===== config.mk =====
export PLATFORM = sky130hd
export DESIGN_NAME = raster_scan_ctrl
export DESIGN_NICKNAME = d
export VERILOG_FILES = /design/src/rtl/raster_scan_ctrl.sv
export SDC_FILE = /design/constraint.sdc
export NUM_CORES = 1
export LEC_CHECK = 0
export ABC_AREA = 0
export BUFFER_PORTS_ARGS = -buffer_cell sky130_fd_sc_hd__buf_4
export CORE_UTILIZATION = 54
export CTS_CLUSTER_DIAMETER = 30
export DETAILED_ROUTE_END_ITERATION = 8
export GPL_TIMING_DRIVEN = 0
export PLACE_DENSITY = 0.79
export SLEW_MARGIN = 10
export SYNTH_ARGS = -nofsm -noshare
export SYNTH_HDL_FRONTEND = slang
export SYNTH_SLANG_ARGS = --single-unit

===== constraint.sdc =====
create_clock -name clk_i -period 2.6 [get_ports clk_i]
set_input_delay 0.52 -clock clk_i [delete_from_list [all_inputs] [get_ports clk_i]]
set_output_delay 0.52 -clock clk_i [all_outputs]
set_load 0.02 [all_outputs]

===== src/rtl/raster_scan_ctrl.sv =====
// raster_scan_ctrl: frame sequencer that walks (x, y) in raster order,
// column fastest, and emits one coordinate beat per valid/ready transfer.
// Each beat carries SOL/EOL/SOF/EOF markers, and done_o pulses once after
// the EOF beat transfers.
// Optional feature macro: RASTER_SCAN_HBLANK_EN. When it is defined, HBlank
// idle cycles are inserted after every non-final line.
module raster_scan_ctrl #(
  parameter int Width  = 10,
  parameter int HBlank = 4
) (
  input  logic             clk_i,
  input  logic             rst_ni,
  input  logic             start_i,
  input  logic             abort_i,
  input  logic [Width-1:0] max_x_i,
  input  logic [Width-1:0] max_y_i,
  output logic             valid_o,
  input  logic             ready_i,
  output logic [Width-1:0] x_o,
  output logic [Width-1:0] y_o,
  output logic             sol_o,
  output logic             eol_o,
  output logic             sof_o,
  output logic             eof_o,
  output logic             busy_o,
  output logic             done_o
);

  // Reject configurations that cannot describe a frame.
  if (Width < 1 || HBlank < 0) begin : g_param_check
    $error("raster_scan_ctrl: Width must be >= 1 and HBlank >= 0");
  end

  typedef enum logic [1:0] {
    IDLE   = 2'd0,
    SCAN   = 2'd1,
`ifdef RASTER_SCAN_HBLANK_EN
    HBLANK = 2'd3,
`endif
    DONE   = 2'd2
  } state_t;

  state_t           state_q, state_d;
  logic [Width-1:0] x_q, x_d;
  logic [Width-1:0] y_q, y_d;
  logic [Width-1:0] mx_q, mx_d;
  logic [Width-1:0] my_q, my_d;

`ifdef RASTER_SCAN_HBLANK_EN
  // The counter runs from 0 to HBlank-1, so it needs width only for HBlank-1.
  localparam int BlankW = (HBlank > 1) ? $clog2(HBlank) : 1;
  localparam logic [BlankW-1:0] BlankLast = BlankW'((HBlank > 0) ? (HBlank - 1) : 0);
  logic [BlankW-1:0] blank_q, blank_d;
`endif

  // Next-state, coordinate and latched-maximum logic.
  always_comb begin
    state_d = state_q;
    x_d     = x_q;
    y_d     = y_q;
    mx_d    = mx_q;
    my_d    = my_q;
`ifdef RASTER_SCAN_HBLANK_EN
    blank_d = blank_q;
`endif
    case (state_q)
      IDLE: begin
        // Start wins over a coincident abort; abort has no meaning here.
        if (start_i) begin
          state_d = SCAN;
          mx_d    = max_x_i;
          my_d    = max_y_i;
          x_d     = '0;
          y_d     = '0;
        end else begin
          state_d = IDLE;
        end
      end
      SCAN: begin
        // Abort drops the presented beat, so it is not counted as consumed.
        if (abort_i) begin
          state_d = IDLE;
          x_d     = '0;
          y_d     = '0;
        end else if (ready_i) begin
          // Compare against the latched maximum so an all-ones max_x never overflows.
          if (x_q < mx_q) begin
            x_d = x_q + Width'(1);
          end else begin
            x_d = '0;
            if (y_q < my_q) begin
`ifdef RASTER_SCAN_HBLANK_EN
              if (HBlank > 0) begin
                state_d = HBLANK;
                blank_d = '0;
              end else begin
                y_d = y_q + Width'(1);
              end
`else
              y_d = y_q + Width'(1);
`endif
            end else begin
              state_d = DONE;
            end
          end
        end else begin
          state_d = SCAN;
        end
      end
`ifdef RASTER_SCAN_HBLANK_EN
      HBLANK: begin
        // y keeps the finished line's index until blanking ends.
        if (abort_i) begin
          state_d = IDLE;
          x_d     = '0;
          y_d     = '0;
          blank_d = '0;
        end else if (blank_q == BlankLast) begin
          state_d = SCAN;
          y_d     = y_q + Width'(1);
          blank_d = '0;
        end else begin
          blank_d = blank_q + BlankW'(1);
        end
      end
`endif
      DONE: begin
        state_d = IDLE;
        x_d     = '0;
        y_d     = '0;
      end
      default: begin
        state_d = IDLE;
        x_d     = '0;
        y_d     = '0;
      end
    endcase
  end

  // State and datapath registers with synchronous active-low reset.
  always_ff @(posedge clk_i) begin
    if (!rst_ni) begin
      state_q <= IDLE;
      x_q     <= '0;
      y_q     <= '0;
      mx_q    <= '0;
      my_q    <= '0;
`ifdef RASTER_SCAN_HBLANK_EN
      blank_q <= '0;
`endif
    end else begin
      state_q <= state_d;
      x_q     <= x_d;
      y_q     <= y_d;
      mx_q    <= mx_d;
      my_q    <= my_d;
`ifdef RASTER_SCAN_HBLANK_EN
      blank_q <= blank_d;
`endif
    end
  end

  // Handshake and status flags are decoded from the state register only.
  assign valid_o = (state_q == SCAN);
  assign busy_o  = (state_q != IDLE);
  assign done_o  = (state_q == DONE);
  assign x_o     = x_q;
  assign y_o     = y_q;

  // Markers are gated by valid_o so they are never high between beats.
  assign sol_o = valid_o & (x_q == '0);
  assign eol_o = valid_o & (x_q == mx_q);
  assign sof_o = sol_o & (y_q == '0);
  assign eof_o = eol_o & (y_q == my_q);

endmodule


== Yosys cells after proc, flatten, opt, wreduce, memory -nomap -nowiden ==
Index checks and enable logic that the tools add are counted.

* Flip-flop bits (word level): 42
* Input port bits: 25
* Output and inout port bits: 27
* Logic and storage cells: 47

* $add $sub $neg: 2
* $lt $le $gt $ge: 2
* Eq/ne operators: 10
* Mux-type cells: 16
* Bitwise gates (word level): 4
* Reduce and logical (&&, ||, !) cells: 8

{| class="wikitable"
|+ Operators with widths
! operator !! count
|-
| $mux 10 || 8
|-
| $pmux 10 s2 || 2
|-
| $add 10x1->10 const B || 2
|-
| $eq 10x10->1 || 2
|-
| $logic_not 10->1 || 2
|-
| $lt 10x10->1 || 2
|-
| $mux 2 || 4
|-
| $ne 4x4->1 const B || 2
|-
| $ne 3x2->1 const B || 2
|-
| $reduce_and 2->1 || 3
|-
| $and 1x1->1 || 4
|-
| $pmux 2 s2 || 1
|-
| $reduce_and 4->1 || 1
|-
| $ne 3x3->1 const B || 1
|-
| $eq 2x1->1 const B || 1
|-
| $eq 2x2->1 const B || 1
|-
| $logic_not 2->1 || 1
|-
| $ne 2x2->1 const B || 1
|-
| $reduce_bool 2->1 || 1
|-
| $mux 1 || 1
|}

== Longest topological paths before layout ==
* Depth in word-level cells: 6
* Depth in mapped cells: 10
* Mapped depth without buffers: 8

== Worst setup path after synthesis ==
Ideal clock, no wire load.

* Path type: flip-flop to output port
* From: reg state_q[0]
* To: out sof_o
* Arrival time: 2.048 ns
* Required time: 2.080 ns
* Slack: 0.032 ns
* Cell stages (with the launch flop): 5
* Buffers on the path: 0
* Path through: dfxtp_1 > nor2b_1 > nand4b_1 > nor4_1 > and3_1

* Longest elaborated chain between the ends: 3

{| class="wikitable"
|+ Ends and longest elaborated chain
! item !! line !! RTL
|-
| start, declared || 43 || <nowiki>state_t state_q, state_d;</nowiki>
|-
| start signal, assigned || 152 || <nowiki>state_q <= state_d;</nowiki>
|-
| $eq 2x1->1 || 164 || <nowiki>assign valid_o = (state_q == SCAN);</nowiki>
|-
| named net valid_o || 17 || <nowiki>output logic valid_o,</nowiki>
|-
| $and 1x1->1 || 171 || <nowiki>assign sol_o = valid_o & (x_q == '0);</nowiki>
|-
| named net sol_o || 21 || <nowiki>output logic sol_o,</nowiki>
|-
| $and 1x1->1 || 173 || <nowiki>assign sof_o = sol_o & (y_q == '0);</nowiki>
|-
| end, declared || 23 || <nowiki>output logic sof_o,</nowiki>
|}

The timed path passes the listed nets, and every way through them passes these cells.

== Worst setup path after layout ==
* From: reg state_q[0]
* To: out sof_o

* Longest elaborated chain between the ends: 3

{| class="wikitable"
|+ Ends and longest elaborated chain
! item !! line
|-
| $eq 2x1->1 || 164
|-
| $and 1x1->1 || 171
|-
| $and 1x1->1 || 173
|}

No other way between the ends.

==> metrics <==
clock root buffer=clkbuf_8; family with the most delay on the worst path=simple AND/OR/NAND/NOR gates; total track usage=27.1%; remaining global-route overflow=0; synth cell count leaders=59 x nand2_1, 42 x dfxtp_1, 29 x inv_1; Vias=2383; Post-Synthesis Net Count=358; top cell type's share of synthesized area=34.8%; Cell Chain, Critical Path=nor2b_1, nand4b_1, nor4_2, and3_1, buf_4; vias in the first global route=2054; Pwr Total=1.34 mW; Ys Warns=0; initial antenna violation count=0; Synth area leaders=dfxtp_1 35%, ha_1 12%, nand2_1 9.2%; latest clock arrival within the worst-skew pair=290 ps; async set-or-reset flop fraction in the synthesized netlist=0%; Clock Skews=5.92 ps; Critical Path AT=2000 ps; RSZ-0062 raised after global routing=no; synthesized flop and latch total=42; Least-Margin Pin Slew=628 ps; reported max-cap violation count=0; most numerous cell in the Yosys netlist=nand2_1; Post-synth EDFFs=0; FP Rows=23; register area share after synthesis=34.8%; CP bufs+invs=1; Layout area overhead=22.8%; PD cells=453 mW/mm²; largest net degree at the start of global routing=12; CTS tree=built; status=finished clean; final net count=418; hold path start=ready_i; Post-Synth Adder-Cell Area=12.4%; ratio of cells with drive above 1 in the final layout=20.1%; Critical Path RT=2080 ps; WL/cell=14.1 µm; fin crit share=96.9%; max-slew violations=0; Port Buffers=51; cell count after synthesis=309; starting density of the core=58.3%; Die H=68.9 µm; Vias/cell=5.69; r2r endpoint=y_o[5]; # H-tree levels=2; global-route wire length before repair=9.47 mm; Final ANT Viol Nets=0; WHS Path Cells=2; relative slew slack=57.9%; Post-Synth XOR/XNOR Area=2.90%; Final setup viols=0; Clock transition at path regs=80 ps; clk buf depth=2; r2r startpoint=y_o[3]; Detailed Route Iter0 Violations=237; crit path kind=flip-flop to primary output; crit-path max FO=5; DRC viols=0; Pre-antenna DRT Iters=4; Top-Level Pins=52; cts bufs inserted=5; # diodes=0; post-synthesis mux area share=0%; Die ar.=0.00475 mm²; Worst VDD drop=299 µV; total core area=0.00414 mm²; CTS Sinks=42; R2R depth=8; Die Span X=68.9 µm; cell taking the most area after synthesis=dfxtp_1; predominant post-synthesis flop cell=dfxtp_1; Leak Pwr=1.28 nW; Cell variety after synth=47; worst reg2reg setup slack=170 ps; WHS Endpoint=state_q[0]; CP endpoint kind=primary output; GP Congestion=0.865; Max Freq=0.397 GHz; mapped cell area=0.00242 mm²; Crit-path slowest cell=nor2b_1; Compound-Gate Fraction of Synth Area=17.1%; main combinational cell family by area after synthesis=simple AND/OR/NAND/NOR gates; final core utilization=71.6%; HP Class=input pin to flip-flop; HPWL after DPL=4.46 mm; Worst Setup Start Kind=flip-flop; simple-gate share of the synthesized area=26.3%; Final Hold Viols=0; Avg Inst Size Synth=7.82 µm²; CP max stage delay=450 ps; minimum clock period=2520 ps; Post-Route WL=5.89 mm
worst reg2reg max path, stage by stage, from the launching register on:
cell	delay [ps]
dfxtp_1	500
ha_1	310
a21oi_1	160
o21ai_2	90
a2111oi_4	360
buf_4	200
nand2_4	70
or4_1	500
a31oi_1	180
timing repair:
| action | in CTS | in global routing |
|---|---|---|
| pin swaps | 1 | 0 |
| endpoints found under the setup margin | 4 | 4 |
| hold buffers | 0 | 0 |
| buffers inserted | 3 | 0 |
| gates resized for setup | 1 | 3 |
registers in the layout (all words and copies together), names as in the netlist:
| signal | count |
|---|---|
| mx_q | 10 |
| my_q | 10 |
| state_q | 2 |
| x_o | 10 |
| y_o | 10 |
placed cells by master (no fill, tap or decap), types with 2 or more instances in the layout:
cell      synthesis  routed
ha_1             24      24
o21ai_0           9       9
and3_1            4       4
clkbuf_8          0       5
and4b_1           2       2
clkbuf_1          7       8
a31oi_1           7       7
dfxtp_1          42      39
nor3_1            5       5
nand4_1           8       8
buf_4             0      54
nand3_1          10      10
nor2b_1           4       4
nor2_1           21      21
and4_1            3       3
nand2_1          59      59
inv_1            29      29
dfxtp_2           0       3
o211ai_1          3       3
xnor2_1           2       2
or3_1             2       2
nand2b_1          3       3
a21oi_1          28      28
xor2_1            6       6
a211oi_1          3       3
nand4b_1          2       2
nor4_1            3       2
cell families after synthesis:
kind of cell             count (synthesis)
AO/OA/AOI/OAI                           64
XOR/XNOR                                 8
adder cells (fa/ha/maj)                 24
flip-flops                              42
AND/OR/NAND/NOR                        132
buffers and inverters                   39
power breakdown:
group	internal, mW	switching [mW]	total, mW
clock network	0.185	0.213	0.398
logic	0.110	0.157	0.267
registers	0.665	0.0137	0.679
layout make-up:
type                    count  area [µm²]
plain buffers               8        38.8
clock buffers               7        76.3
fillers                   371        1180
inverters                  30         113
multi-input cells         228        1430
flip-flops and latches     42         845
well taps                  50        62.6
repair buffers             54         405
how the worst max path moves through the flow:
stage / end / startpoint / depth (start not counted) / slack (ps)
floorplan: sof_o / state_q[0] / 4 / 30
global placement: y_o[1] / y_o[3] / 8 / -100
detailed placement: y_o[1] / y_o[3] / 8 / -110
CTS: sof_o / state_q[0] / 5 / 120
global route: sof_o / state_q[0] / 5 / 10
finish: sof_o / state_q[0] / 5 / 80
metrics by stage:
| step | hold WS (ps) | setup TNS, ps | cells | setup slack (ps) | instance area (µm²) |
|---|---|---|---|---|---|
| 3_5_place_dp | 447 | -178 | 410 | -106 | 2860 |
| 4_1_cts | 432 | 0 | 420 | 118 | 2970 |
| 6_report | 438 | 0 | 419 | 79.6 | 2970 |
| 3_3_place_gp | 442 | -170 | 410 | -103 | 2860 |
| 2_1_floorplan | 436 | 0 | 309 | 31.7 | 2420 |
| 5_1_grt | 453 | 0 | 419 | 11.1 | 2970 |
layer usage:
layer | up-vias | wire, µm | track usage (%)
met5 | - | 0 | 0
met4 | 0 | 142 | 10.7
met3 | 15 | 331 | 5.59
met2 | 85 | 2650 | 40.0
met1 | 1094 | 2770 | 38.1
li1 | 1189 | - | -
(Power assumes the default switching activity.)
